File: config.mk
export PLATFORM = sky130hd
export DESIGN_NAME = imf_extractor
export DESIGN_NICKNAME = d
export VERILOG_FILES = /design/src/rtl/emd_pkg.sv /design/src/rtl/imf_delay_ram.sv /design/src/rtl/imf_extractor.sv
export SDC_FILE = /design/constraint.sdc
export NUM_CORES = 2
export LEC_CHECK = 0
export BUFFER_PORTS_ARGS = -buffer_cell sky130_fd_sc_hd__buf_2
export CAP_MARGIN = 5
export CORE_MARGIN = 5
export CORE_UTILIZATION = 50
export DETAILED_ROUTE_END_ITERATION = 10
export PLACE_DENSITY = 0.75
export SLEW_MARGIN = 25
export SYNTH_ARGS = -nofsm -noshare
export SYNTH_HDL_FRONTEND = slang
export SYNTH_SLANG_ARGS = --single-unit
File: constraint.sdc
create_clock -name CLK -period 4.7 [get_ports CLK]
set_input_delay 0.47 -clock CLK [delete_from_list [all_inputs] [get_ports CLK]]
set_output_delay 0.47 -clock CLK [all_outputs]
set_load 0.1 [all_outputs]
File: src/rtl/emd_pkg.sv
// Shared types and constants for the EMD IMF extraction stage.
// IMF_SAT_EN selects saturating (defined) or wrapping (undefined) IMF subtraction.
package emd_pkg;

  localparam int SAMPLE_W       = 16;
  localparam int DEPTH_LOG2_DEF = 8;

  typedef enum logic [1:0] {
    S_IDLE = 2'd0,
    S_FILL = 2'd1,
    S_RUN  = 2'd2,
    S_ERR  = 2'd3
  } state_t;

  localparam logic [SAMPLE_W-1:0] SAT_MAX = 16'h7FFF;
  localparam logic [SAMPLE_W-1:0] SAT_MIN = 16'h8000;

  function automatic logic [SAMPLE_W-1:0] imf_sub(input logic signed [SAMPLE_W-1:0] x,
                                                  input logic signed [SAMPLE_W-1:0] r);
`ifdef IMF_SAT_EN
    logic [SAMPLE_W:0] diff;
    diff = {x[SAMPLE_W-1], x} - {r[SAMPLE_W-1], r};
    if (diff[SAMPLE_W] != diff[SAMPLE_W-1]) begin
      return diff[SAMPLE_W] ? SAT_MIN : SAT_MAX;
    end
    return diff[SAMPLE_W-1:0];
`else
    // Low 16 bits of the 17-bit difference are the plain 16-bit wrap.
    return x - r;
`endif
  endfunction

endpackage

File: src/rtl/imf_delay_ram.sv
// Alignment buffer: one write port, one registered read port, write-first on address collision.
module imf_delay_ram
  import emd_pkg::*;
#(
  parameter int AW = DEPTH_LOG2_DEF
) (
  input  logic                clk_i,
  input  logic                we_i,
  input  logic [AW-1:0]       waddr_i,
  input  logic [SAMPLE_W-1:0] wdat_i,
  input  logic [AW-1:0]       raddr_i,
  output logic [SAMPLE_W-1:0] rdat_o
);

  logic [SAMPLE_W-1:0] mem_q [0:(1<<AW)-1];
  logic [SAMPLE_W-1:0] rdat_q;

  // Forwarding covers LAT=1, where the sample needed next cycle is the one being written now.
  always_ff @(posedge clk_i) begin
    if (we_i) mem_q[waddr_i] <= wdat_i;
    if (we_i && (waddr_i == raddr_i)) rdat_q <= wdat_i;
    else                              rdat_q <= mem_q[raddr_i];
  end

  assign rdat_o = rdat_q;

endmodule

File: src/rtl/imf_extractor.sv
// Measures residue-stage latency, delays XIN to match, and outputs IMF = XIN(delayed) - RIN one cycle after RIN.
// Build option IMF_SAT_EN: saturate IMF on 17-bit overflow instead of wrapping.
module imf_extractor
  import emd_pkg::*;
#(
  parameter int DEPTH_LOG2 = DEPTH_LOG2_DEF
) (
  input  logic                  CLK,
  input  logic                  RST_N,
  input  logic                  START,
  input  logic [15:0]           XIN,
  input  logic                  RSTART,
  input  logic [15:0]           RIN,
  output logic [15:0]           IMF,
  output logic                  IMF_VALID,
  output logic [DEPTH_LOG2-1:0] LAT,
  output logic                  OVF
);

  localparam logic [DEPTH_LOG2-1:0] CNT_MAX = '1;
  localparam logic [DEPTH_LOG2-1:0] ONE     = DEPTH_LOG2'(1);

  state_t                state_q;
  logic [DEPTH_LOG2-1:0] wptr_q, cnt_q, lat_q;
  logic [15:0]           imf_q;
  logic                  imf_vld_q, ovf_q;

  logic                  ram_we;
  logic [DEPTH_LOG2-1:0] ram_waddr, ram_raddr;
  logic [15:0]           ram_rdat, x_dly, imf_d;

  // Read address is issued one cycle ahead so the registered RAM output meets the RIN it pairs with.
  always_comb begin
    ram_we    = 1'b0;
    ram_waddr = wptr_q;
    ram_raddr = '0;
    case (state_q)
      S_IDLE: begin
        ram_we    = START;
        ram_waddr = '0;
      end
      S_FILL: begin
        ram_we = 1'b1;
        if (RSTART) ram_raddr = wptr_q + ONE - cnt_q;
      end
      S_RUN: begin
        ram_we = START;
        if (RSTART) ram_raddr = wptr_q + ONE - lat_q;
      end
      default: ;
    endcase
    x_dly = ((state_q == S_IDLE) || ((state_q == S_RUN) && (lat_q == '0))) ? XIN : ram_rdat;
    imf_d = imf_sub(x_dly, RIN);
  end

  imf_delay_ram #(.AW(DEPTH_LOG2)) u_ram (
    .clk_i   (CLK),
    .we_i    (ram_we),
    .waddr_i (ram_waddr),
    .wdat_i  (XIN),
    .raddr_i (ram_raddr),
    .rdat_o  (ram_rdat)
  );

  always_ff @(posedge CLK or negedge RST_N) begin
    if (!RST_N) begin
      state_q   <= S_IDLE;
      wptr_q    <= '0;
      cnt_q     <= '0;
      lat_q     <= '0;
      imf_q     <= '0;
      imf_vld_q <= 1'b0;
      ovf_q     <= 1'b0;
    end else begin
      imf_vld_q <= 1'b0;
      case (state_q)
        S_IDLE: begin
          if (START) begin
            wptr_q <= ONE;
            cnt_q  <= ONE;
            if (RSTART) begin
              lat_q     <= '0;
              imf_q     <= imf_d;
              imf_vld_q <= 1'b1;
              state_q   <= S_RUN;
            end else begin
              state_q <= S_FILL;
            end
          end
        end
        S_FILL: begin
          wptr_q <= wptr_q + ONE;
          if (RSTART) begin
            lat_q     <= cnt_q;
            imf_q     <= imf_d;
            imf_vld_q <= 1'b1;
            state_q   <= S_RUN;
          end else if (cnt_q == CNT_MAX) begin
            ovf_q   <= 1'b1;
            state_q <= S_ERR;
          end else begin
            cnt_q <= cnt_q + ONE;
          end
        end
        S_RUN: begin
          // Pointer keeps advancing after START drops so the read tap still tracks in-flight samples.
          wptr_q <= wptr_q + ONE;
          if (RSTART) begin
            imf_q     <= imf_d;
            imf_vld_q <= 1'b1;
          end else begin
            state_q <= S_IDLE;
          end
        end
        default: ;
      endcase
    end
  end

  assign IMF       = imf_q;
  assign IMF_VALID = imf_vld_q;
  assign LAT       = lat_q;
  assign OVF       = ovf_q;

endmodule

-- After elaboration in Yosys (flattened, before gate mapping)
Memory sizes are Yosys's and may differ from the RTL's. A register that Yosys moved wholly into a read port is not among the register bits.
Cells that the tools add are included.
- RAM bits: 4096
- output and inout bits: 26
- register bits: 44
- memories kept: 1
- add/sub/neg operators: 5
- eq/ne operators: 10
- muxes and demuxes: 29
- bitwise logic cells: 1
- reduce and logical (&&, ||, !) cells: 14
- memories (name ; depth ; bits a word ; read ports ; clocked after memory_dff ; wr ports ; line ; source):
    u_ram.mem_q ; 256 ; 16 ; 1 ; 1 ; 1 ; imf_delay_ram.sv:15 ; logic [SAMPLE_W-1:0] mem_q [0:(1<<AW)-1];
- operator list (operator ; number):
    $mux W8 ; 9
    $pmux W8 S2 ; 4
    $mux W16 ; 3
    $pmux W16 S2 ; 1
    $add A8 B1 Y8 const B ; 2
    $sub A16 B16 Y16 ; 1
    $sub A8 B8 Y8 ; 2
    $ne A2 B2 Y1 const B ; 6
    $reduce_and A4 Y1 ; 3
    $mux W2 ; 5
    $eq A8 B8 Y1 const B ; 1
    $logic_not A8 Y1 ; 1
    $pmux W2 S3 ; 1
    $mux W1 ; 4
    $pmux W1 S2 ; 2
    $reduce_bool A2 Y1 ; 2
    $reduce_or A2 Y1 ; 2
    $ne A3 B3 Y1 const B ; 1
    $reduce_and A3 Y1 ; 1
    $reduce_bool A3 Y1 ; 1
    $eq A2 B1 Y1 const B ; 1
    $eq A2 B2 Y1 const B ; 1
    $logic_not A2 Y1 ; 1
    $reduce_and A2 Y1 ; 1
    other kinds (3) ; 3

-- Depth between registers and ports, before layout
- depth in word-level cells: 8
- gate-level depth with buffers: 21
- depth with buffers taken out: 18

-- By module
From an unflattened synthesis, not the netlist that was laid out.
- cell total of the unflattened synthesis: 7801
- area total of the unflattened synthesis: 162380.7 µm²
- by module, submodules not included (module ; instances ; seq. area each (µm²) ; cells each ; area each (µm²)):
    imf_delay_ram ; 1 ; 123158.1 ; 7352 ; 158554.6
    imf_extractor ; 1 ; 1101.1 ; 449 ; 3826.2

-- Least setup slack after synthesis
OpenSTA, ideal clock, no wires.
- kind: register to register
- from: register (tool-made name)
- to: register imf_q[15], in the netlist IMF[15]
- path buffers: 3
- arrival: 4.950 ns
- cell stages (with the launch flop): 20
- path slack: -0.376 ns
- cells stage by stage: dfxtp_1 buf_2 buf_2 buf_1 mux4_2 mux4_2 mux4_2 mux2_2 o22ai_1 nor2_1 ha_1 nor2b_1 o21ai_0 a21oi_1 o221ai_1 o21ai_0 o41ai_1 o21ai_0 xnor2_1 mux2_2
- RTL lines (what ; line ; source):
    end signal: assignment ; imf_extractor.sv:83 ; imf_q <= imf_d;
    end signal: assignment ; imf_extractor.sv:95 ; imf_q <= imf_d;
    end signal: assignment ; imf_extractor.sv:109 ; imf_q <= imf_d;
    end: declaration ; imf_extractor.sv:25 ; logic [15:0] imf_q;

==> flow_metrics.py <==
metrics = {
    "final_layout": {
        "finalNonFillerCells": 12100,
        "fillCellCount": 21200,
        "multi_input_area_mm2": 0.0345,
        "drive_gt1_share_pct": 36.0,
        "mostFrequentLayoutCells": "edfxtp_1, mux4_2, buf_4",
        "post-route-util_pct": 58.4,
        "layout_commonest_cell": "edfxtp_1",
        "seqCellArea_mm2": 0.124,
        "syn_to_final_growth_pct": 16.1,
        "nets": 7665,
    },
    "logic_synthesis": {
        "synth_edf_count": 4096,
        "ys_async_sr_fraction_pct": 1.06,
        "synth.distinct_cells": 56,
        "syn_avg_cell_area_um2": 24.1,
        "mappedNetlistNets": 6729,
        "yosys_most_used_dff": "edfxtp_1",
        "yosysSeqAreaShare_pct": 77.6,
        "ys_seq_elements": 4148,
        "synth_area_mm2": 0.160,
        "synthCells": 6653,
        "yosysWarnings": 0,
    },
    "floorplan": {
        "die_w_um": 576,
        "start_util_pct": 50.3,
        "ios": 62,
        "rows": 207,
        "die_area_mm2": 0.332,
        "core_area_mm2": 0.319,
        "die_y_um": 576,
    },
    "routing": {
        "drt_pass1_iterations": 6,
        "drt_wl_total_mm": 434,
        "wl_per_cell_um": 35.8,
        "drc_errors": 0,
        "drt-initial-drc-count": 13400,
        "route.vias.total": 80200,
        "viasPerCell": 6.62,
        "detail-route-antenna-nets": 0,
    },
    "place": {
        "pre_cts_slack_ns": -0.912,
        "place_congestion": 0.871,
        "portBuffers": 61,
        "dp_cells": 11200,
        "hpwl_mm": 251,
    },
    "global_route": {
        "grt_use_met1_pct": 34.1,
        "grt_overflow": 0,
        "grt_pass1_wl_mm": 612,
        "grt_max_degree": 189,
        "top_usage_layer": "met2",
        "grt_pass1_vias": 80600,
        "antenna_found_initial": 27,
        "met2_usage_pct": 41.2,
        "grtUsageMet3_pct": 5.94,
        "grtUsageTotal_pct": 25.9,
    },
    "critical_path": {
        "critPathKind": "flip-flop to flip-flop",
        "critical_path_arrival_ns": 6.27,
        "critical_path_required_ns": 5.54,
        "end_kind": "flip-flop",
        "critPathMaxFanout": 7,
        "worstSetupStartpointType": "flip-flop",
    },
    "timing": {
        "hold_violations": 0,
        "period_share_pct": 115,
        "drv_slew": 0,
        "max_freq_ghz": 0.184,
        "fin_ws_ns": -0.725,
        "rsz0062_at_grt": "yes",
        "tns_ns": -5.74,
        "relSlewSlack_pct": 17.0,
        "finalSetupViolCount": 11,
        "period_minus_slack_ns": 5.43,
        "worstMarginPinSlew_ns": 1.24,
        "fin_skew_ns": 0.0668,
    },
    "run": {
        "maxCapViolCount": 0,
    },
    "clocking": {
        "cts-root-buf": "clkbuf_16",
        "cts_tree": "yes",
        "htreeDepth": 5,
        "cts_num_sinks": 4148,
        "clkLatencyLatePin_ns": 0.97,
        "cts_buffers": 400,
        "cts.path.max_buffers": 4,
        "clk_pin_slew_worst_paths_ns": 0.07,
    },
    "pwr": {
        "p_sw_mw": 27.6,
        "switching_share_pct": 28.2,
        "comb_power_share_pct": 24.6,
        "seq_power_share_pct": 42.4,
        "power_density_mw_per_mm2": 525,
        "ir_drop_uv": 333,
        "leakage_nw": 57.4,
        "clock_power_share_pct": 33.0,
        "p_int_mw": 70.1,
    },
    "hold_path": {
        "hp-class": "input pin to flip-flop",
    },
    "status": {
        "outcome": "complete, but fails checks",
        "failed_checks": "negative setup slack",
    },
}
## synth_stat cells, drive strengths merged (10+ instances only)
master  number  area (µm²)
a21oi       23         115
a22oi       12        90.1
buf        155         768
clkbuf     206         773
dfrtp       44        1100
edfxtp    4096      123000
ha          37         463
inv         44         165
mux2        35         394
mux2i       14         140
mux4      1319       29700
nand2       92         345
nand3       25         125
nor2       316        1190
nor3        13        65.1
nor3b       10        75.1
o21ai       33         165
o22ai       20         125
xnor2       21         184
xor2        13         114
## power groups by stage
| stage | Clock, mW | Combinational (mW) | Sequential (mW) |
|---|---|---|---|
| 2_1_floorplan | 0 | 12.7 | 42.4 |
| 3_3_place_gp | 0 | 21.6 | 42.2 |
| 3_5_place_dp | 0 | 22.0 | 42.2 |
| 4_1_cts | 32.5 | 23.2 | 41.4 |
| 5_1_grt | 34.3 | 24.8 | 41.4 |
| 6_report | 32.3 | 24.0 | 41.4 |
## repair_timing
item / in CTS / in global routing
pin swaps: 7 / 24
resized for setup: 79 / 48
endpoints found under the setup margin: 12 / 13
endpoints found under the hold margin: 292 / 0
cloned: 7 / 2
setup buffers: 52 / 50
hold buffers: 18 / 0
## registers in the layout, indices dropped and copies added, names as in the netlist, named ones only
name and flops:
u_ram.mem_q 4096, IMF 16, LAT 8, cnt_q 8, wptr_q 8, state_q 2
IMF_VALID 1, OVF 1
## per-layer routing
layer  share of wire, %  vias up
li1                   -    30500
met4                5.8       16
met2                 48     6424
met5              0.021        -
met1                 34    42200
met3                 12     1088
## worst max-delay path, stage by stage, from the launching register on
cell	delay, ns
dfxtp_4	0.37
buf_12	0.14
buf_16	0.17
buf_12	0.14
buf_12	0.13
buf_12	0.12
buf_12	0.12
mux4_2	0.49
mux4_2	0.62
mux4_2	0.64
mux2_4	0.37
o22ai_2	0.15
nor2_1	0.07
ha_2	0.22
a21oi_4	0.20
nand2_2	0.10
o221ai_4	0.23
o21ai_2	0.10
o41ai_2	0.33
o21ai_1	0.14
xnor2_1	0.14
mux2_2	0.27
## cell families after synthesis
| family | count (synthesis) | synth area share [%] |
|---|---|---|
| AO/OA/AOI/OAI | 151 | 0.624 |
| XOR/XNOR | 34 | 0.186 |
| adder cells (fa/ha/maj) | 40 | 0.327 |
| buffers and inverters | 405 | 1.07 |
| flip-flops | 4148 | 77.6 |
| multiplexers | 1368 | 18.9 |
| AND/OR/NAND/NOR | 507 | 1.33 |
## final timing paths
path | from | endpoint | slack (ns) | cells after the start
min in group asynchronous | RST_N | state_q[1]$_DFFE_PN0P_ | 0.18 | 3
max reg2reg | flip-flop | IMF[15]$_DFFE_PN0P_ | -0.73 | 21
max | flip-flop | IMF[15]$_DFFE_PN0P_ | -0.73 | 21
min | XIN[14] | u_ram.mem_q[47][14]$_DFFE_PP_ | 0.07 | 1
max in group asynchronous | RST_N | IMF[11]$_DFFE_PN0P_ | 3.95 | 3
min reg2reg | OVF$_DFFE_PN0P_ | OVF$_DFFE_PN0P_ | 0.46 | 1
## cell type report
cell class | instances | share of cell area [%]
inverters | 44 | 0.0888
clock buffers | 500 | 5.70
diodes | 12 | 0.0162
well taps | 4180 | 2.81
repair buffers | 895 | 4.62
multi-input cells | 2100 | 18.5
clock inverters | 234 | 1.38
flip-flops and latches | 4148 | 66.8
## through the flow
| stage | hold slack, ns | area (µm²) | power (mW) |
|---|---|---|---|
| 4_1_cts | 0.0132 | 185000 | 97.1 |
| 5_1_grt | 0.0459 | 186000 | 100 |
| 3_5_place_dp | 0.449 | 171000 | 64.2 |
| 2_1_floorplan | 0.174 | 161000 | 55.1 |
| 6_report | 0.0670 | 186000 | 97.7 |
| 3_3_place_gp | 0.452 | 171000 | 63.8 |
No activity file was read; power rests on OpenSTA's default activity.
